==> src/rtl/edge_sync_pkg.sv <==
// rtl/edge_sync_pkg.sv - shared constants for the edge-synchronised capture block
// Holds filter length, default sizes and the FIFO pointer-width helper.
package edge_sync_pkg;

  localparam int FILTER_CYCLES = 3;
  localparam int DEFAULT_WIDTH = 8;
  localparam int DEFAULT_DEPTH = 4;

  // One extra MSB beyond the address bits separates full from empty.
  function automatic int ptr_width(input int depth);
    return $clog2(depth) + 1;
  endfunction

endpackage

==> src/rtl/edge_sync_fifo.sv <==
// rtl/edge_sync_fifo.sv - capture FIFO with registered head word and occupancy
// Pointers carry an extra wrap bit; the head register only moves when a word is present.
module edge_sync_fifo
  import edge_sync_pkg::*;
#(
  parameter int WIDTH = DEFAULT_WIDTH,
  parameter int DEPTH = DEFAULT_DEPTH,
  localparam int PW = ptr_width(DEPTH)
) (
  input  logic             clk,
  input  logic             reset,
  input  logic             push,
  input  logic [WIDTH-1:0] push_data,
  input  logic             pop,
  output logic             full,
  output logic             valid,
  output logic [WIDTH-1:0] head,
  output logic [PW-1:0]    level
);

  localparam int AW = PW - 1;

  logic [WIDTH-1:0] mem [DEPTH];
  logic [PW-1:0]    wptr, rptr, wptr_n, rptr_n;
  logic             empty, do_push, do_pop;
  logic [WIDTH-1:0] head_n;

  assign level   = wptr - rptr;
  assign empty   = (wptr == rptr);
  assign full    = (wptr[AW-1:0] == rptr[AW-1:0]) && (wptr[AW] != rptr[AW]);
  assign do_pop  = pop && !empty;
  assign do_push = push && (!full || do_pop);
  assign wptr_n  = wptr + {{(PW-1){1'b0}}, do_push};
  assign rptr_n  = rptr + {{(PW-1){1'b0}}, do_pop};

  // A word written this cycle into the slot about to become head bypasses the array.
  always_comb begin
    head_n = head;
    if (wptr_n != rptr_n) begin
      if (do_push && (wptr[AW-1:0] == rptr_n[AW-1:0])) head_n = push_data;
      else head_n = mem[rptr_n[AW-1:0]];
    end
  end

  always_ff @(posedge clk) begin
    if (!reset && do_push) mem[wptr[AW-1:0]] <= push_data;
  end

  always_ff @(posedge clk) begin
    if (reset) begin
      wptr  <= '0;
      rptr  <= '0;
      valid <= 1'b0;
      head  <= '0;
    end else begin
      wptr  <= wptr_n;
      rptr  <= rptr_n;
      valid <= (wptr_n != rptr_n);
      head  <= head_n;
    end
  end

endmodule

==> src/rtl/edge_sync_capture.sv <==
// rtl/edge_sync_capture.sv - captures d_in on rising edges of an asynchronous strobe
// Optional glitch filter on the strobe: EDGE_SYNC_CAPTURE_FILTER_EN.
module edge_sync_capture
  import edge_sync_pkg::*;
#(
  parameter int WIDTH = DEFAULT_WIDTH,
  parameter int DEPTH = DEFAULT_DEPTH
) (
  input  logic                   MasterClock,
  input  logic                   reset,
  input  logic                   clk_in,
  input  logic [WIDTH-1:0]       d_in,
  output logic                   out_valid,
  output logic [WIDTH-1:0]       out_data,
  input  logic                   out_ready,
  output logic                   overflow,
  input  logic                   ovf_clr,
  output logic [$clog2(DEPTH):0] level
);

  logic             s0, s1, s2;
  logic [WIDTH-1:0] d0, d1;
  logic             rise, pop, full, drop;

  // The strobe chain is never reset so a strobe held high across reset cannot fake a rise.
  always_ff @(posedge MasterClock) begin
    s0 <= clk_in;
    s1 <= s0;
    s2 <= s1;
  end

  always_ff @(posedge MasterClock) begin
    if (reset) begin
      d0 <= '0;
      d1 <= '0;
    end else begin
      d0 <= d_in;
      d1 <= d0;
    end
  end

`ifdef EDGE_SYNC_CAPTURE_FILTER_EN
  localparam int CW = $clog2(FILTER_CYCLES + 1);
  localparam logic [CW-1:0] CNT_SAT = CW'(FILTER_CYCLES);

  logic [CW-1:0] high_cnt;

  // Reset parks the counter at saturation: only a fresh low-to-high run can fire.
  always_ff @(posedge MasterClock) begin
    if (reset) high_cnt <= CNT_SAT;
    else if (!s1) high_cnt <= '0;
    else if (high_cnt != CNT_SAT) high_cnt <= high_cnt + 1'b1;
  end

  assign rise = s1 && (high_cnt == CW'(FILTER_CYCLES - 1));
`else
  assign rise = s1 && !s2;
`endif

  assign pop  = out_valid && out_ready;
  assign drop = rise && full && !pop;

  always_ff @(posedge MasterClock) begin
    if (reset) overflow <= 1'b0;
    else if (drop) overflow <= 1'b1;
    else if (ovf_clr) overflow <= 1'b0;
  end

  edge_sync_fifo #(
    .WIDTH(WIDTH),
    .DEPTH(DEPTH)
  ) u_fifo (
    .clk      (MasterClock),
    .reset    (reset),
    .push     (rise),
    .push_data(d1),
    .pop      (pop),
    .full     (full),
    .valid    (out_valid),
    .head     (out_data),
    .level    (level)
  );

endmodule

==> config.mk <==
export PLATFORM = sky130hd
export DESIGN_NAME = edge_sync_capture
export DESIGN_NICKNAME = d
export VERILOG_FILES = /design/src/rtl/edge_sync_pkg.sv /design/src/rtl/edge_sync_fifo.sv /design/src/rtl/edge_sync_capture.sv
export SDC_FILE = /design/constraint.sdc
export NUM_CORES = 1
export LEC_CHECK = 0
export CAP_MARGIN = 20
export CELL_PAD_IN_SITES_DETAIL_PLACEMENT = 1
export CELL_PAD_IN_SITES_GLOBAL_PLACEMENT = 1
export CORE_MARGIN = 8
export CORE_UTILIZATION = 42
export CTS_CLUSTER_DIAMETER = 150
export DETAILED_ROUTE_END_ITERATION = 8
export GPL_TIMING_DRIVEN = 0
export PLACE_DENSITY_LB_ADDON = 0.2
export RECOVER_POWER = 100
export SYNTH_ARGS = -nofsm -noshare
export SYNTH_HDL_FRONTEND = slang
export SYNTH_SLANG_ARGS = --single-unit
==> constraint.sdc <==
create_clock -name MasterClock -period 2.6 [get_ports MasterClock]
set_input_delay 0.52 -clock MasterClock [delete_from_list [all_inputs] [get_ports MasterClock]]
set_output_delay 0.52 -clock MasterClock [all_outputs]
set_load 0.01 [all_outputs]
==> key figures <==
Power and ir drop
  • Pwr Total: ~0.0023 W
  • LEAKAGE: 1.23 nW
  • Peak supply drop: roughly 0.00037 V
  • Power Density: 647 nW/um^2

Cells and area
  • Ant. Diodes: 0
  • Area occupied by multi-input gates: 1060 um^2
  • Design area: 3490 um^2
  • Nets: 266
  • Layout filler cell count: 630
  • P&R area growth vs syn: 27.7%
  • FF/Latch Area: ~1700 um^2
  • Share of layout cells above drive strength 1: 0.271

Global route
  • Met2 Usage GRT: 0.198
  • Met1 Use GR: 0.163
  • Vias in the first global route: 1880
  • Largest net degree at the start of global routing: 13
  • Met3 GRT Util: 0.0334
  • Tot GR Track Use: 0.128
  • Busiest layer in global routing: met2
  • Initial antenna violation count: 0
  • GRT overflow: 0
  • First-pass GRT wire length: 9630 um

Setup path
  • Worst EP required: 2.82 ns
  • CP Launch Type: flop
  • Max stage delay on crit path: between 0.3 and 0.4 ns
  • Arr. time, crit path: 2.74 ns
  • CP max FO: 5
  • Crit path cell chain: inv_2 > ha_4 > nand2_4 > nor3_4 > nor3b_2 > ha_2 > ha_4 > xor2_2 > xnor2_2 > buf_6 > nor4b_1 > o31a_1
  • Slowest CP cell: dfxtp_4
  • CP Capture Type: flop
  • Crit path kind: reg2reg
  • Most frequent CP cell: ha_4

STA
  • Final Slew Violations: 0
  • Final Setup Violations: 0
  • Fin Setup TNS: 0 ns
  • Worst-Margin Slew: 0.668 ns
  • Peak Freq: 397 MHz
  • Fin Clk Skew: 0.00902 ns
  • Final worst path period share: 0.970
  • Worst Hold Slack: 0.333 ns
  • Final Hold Violating Endpoints: 0
  • Relative slew slack: 0.551
  • Fin crit period: 2.52 ns

Synth
  • Syn_nets: 217
  • Most area-consuming cells after synthesis: edfxtp_1 35%, dfxtp_1 26%, mux4_2 6.6%
  • Area leader, netlist: edfxtp_1
  • Syn. warnings: 0
  • Register bit count reported by yosys: 67
  • Post-Syn Instances: 197
  • Area share of the leading cell type in the synthesized netlist: 0.351
  • Prevailing post-synth register cell: dfxtp_1
  • Post-Syn Area per Cell: approximately 14 um^2
  • Synth Cell Area: 2740 um^2
  • Most common cell in the synthesized netlist: dfxtp_1
  • Commonest cells in the netlist: 35 x dfxtp_1, 32 x edfxtp_1, 21 x nor2b_1, 16 x o31a_1, 13 x inv_1
  • Share of flip-flops with an asynchronous set or reset: 0
  • Post-synth cell types: 30
  • Sequential area share after synthesis: 0.607
  • Post-synth EDFFs: 32

Min path
  • Tightest Hold Check Type: reg2reg

Route
  • Drt first pass iters: 4
  • Routed vias/inst: about 5
  • Routed wire length: 5820 um
  • Post-route ant nets: 0
  • DRC violations left: 0
  • Wire length per cell: 17.8 um
  • Starting DRC count in detailed routing: 90
  • Vias: 1672

Status
  • Status: complete, no violations

Clocking
  • Hold Buf Count CTS: 0
  • Reg clk slew, reported paths: 0.07 ns
  • Clock latency on the worst-skew pair: 0.34 ns
  • CTS tree: done
  • Clock root buffer: clkbuf_8
  • CTS Sinks: 67
  • H-Tree Depth: 3
  • CTS Buf Count: 9
  • Max Root-Sink Buffers: 2

Floorplanning
  • Std-Cell Rows: 29
  • IO Pins: 26
  • Die X: 96.7 um
  • Die footprint: about 9400 um^2
  • CORE AREA: 6310 um^2
  • Starting density of the core: 0.433
  • DIE HEIGHT: 96.7 um

Flow run
  • Max Cap Viol: 0

Placement
  • GP Congestion: 0.724
  • DP Area: ~3100 um^2
  • I/O Buffers: 24
  • Final HPWL DP: 4020 um
## cells by family (layout without fill, tap and decap cells)
kind of cell / after synthesis / in the layout / synth area share
DFF: 67 / 67 / 0.607
and+or+nand+nor: 55 / 55 / 0.124
AOI/OAI and AO/OA: 27 / 27 / 0.0850
buffers and inverters: 23 / 77 / 0.0411
xor gates and xnor gates: 10 / 10 / 0.0416
muxes: 8 / 8 / 0.0658
adders and majority gates: 7 / 7 / 0.0348
## path summary, 6_finish.rpt
check,startpoint,to,slack [ns],cells past startpoint
max,u_fifo.wptr[0],u_fifo.head[3],0.08,12
min,s0,s1,0.33,0
max reg2reg,u_fifo.wptr[0],u_fifo.head[3],0.08,12
min reg2reg,s0,s1,0.33,0
## where the power goes
group / leakage [nW] / switching, W / internal (W)
logic: 0.544 / 0.000123 / 0.000144
registers: 0.585 / 0.0000259 / 0.00114
clock network: 0.100 / 0.000401 / 0.000430
## cell usage in the layout (no fill, tap or decap), types with 2 or more instances in the layout
| cell type | n |
|---|---|
| and3_1 | 2 |
| buf_2 | 2 |
| buf_4 | 15 |
| buf_6 | 4 |
| clkbuf_1 | 3 |
| clkbuf_8 | 10 |
| clkdlybuf4s50_1 | 22 |
| clkinv_2 | 2 |
| clkinv_4 | 2 |
| dfxtp_1 | 32 |
| dfxtp_4 | 2 |
| edfxtp_1 | 32 |
| ha_1 | 2 |
| ha_4 | 3 |
| inv_1 | 11 |
| inv_2 | 2 |
| mux4_2 | 8 |
| nand2_1 | 2 |
| nor2_1 | 4 |
| nor2b_1 | 21 |
| nor3_1 | 10 |
| nor4b_1 | 3 |
| nor4b_2 | 5 |
| o21a_1 | 8 |
| o31a_1 | 16 |
| xnor2_1 | 6 |
## cell type report
cell class / count / share of cell area
timing repair buffer: 38 / 0.0988
multi-input combinational: 107 / 0.304
inverter: 13 / 0.0140
sequential: 67 / 0.478
buffer: 10 / 0.0208
tap: 77 / 0.0276
clock inverter: 5 / 0.0100
clock buffer: 11 / 0.0465
## routing by layer
| metal | routed length, um | share of wire |
|---|---|---|
| met1 | 2780 | 0.48 |
| met2 | 2720 | 0.47 |
| met3 | 229 | 0.039 |
| met4 | 95 | 0.016 |
| met5 | 0 | 0 |
## timing repair
action / CTS / global route
pin swaps: 4 / 6
endpoints found under the setup margin: 10 / 9
setup buffers: 8 / 3
resized for setup: 13 / 16
gates cloned: 0 / 1
## stage by stage
stage / utilization / instances / setup WS [ns]
after floorplan: - / 197 / 0.0230
after global placement: 0.488 / 298 / -0.578
after detailed placement: 0.490 / 300 / -0.623
after CTS: 0.537 / 324 / 0.00250
after global routing: 0.554 / 328 / -0.0149
final: 0.554 / 328 / 0.0784
## state kept, by name (all words and copies together), names as in the netlist, 3 cells and up
name and cells:
u_fifo.mem 32, d0 8, d1 8, u_fifo.head 8
u_fifo.rptr 3, u_fifo.wptr 3
## worst max-delay path: cells and delay by family (launching register included)
| kind | cells | cell delay [ns] |
|---|---|---|
| adders and majority gates | 3 | 0.66 |
| AOI/OAI and AO/OA | 1 | 0.28 |
| buffers and inverters | 2 | 0.24 |
| and+or+nand+nor | 4 | 0.38 |
| xor gates and xnor gates | 2 | 0.47 |
| DFF | 1 | 0.37 |
Note: power is estimated with default switching activity, not from simulation.
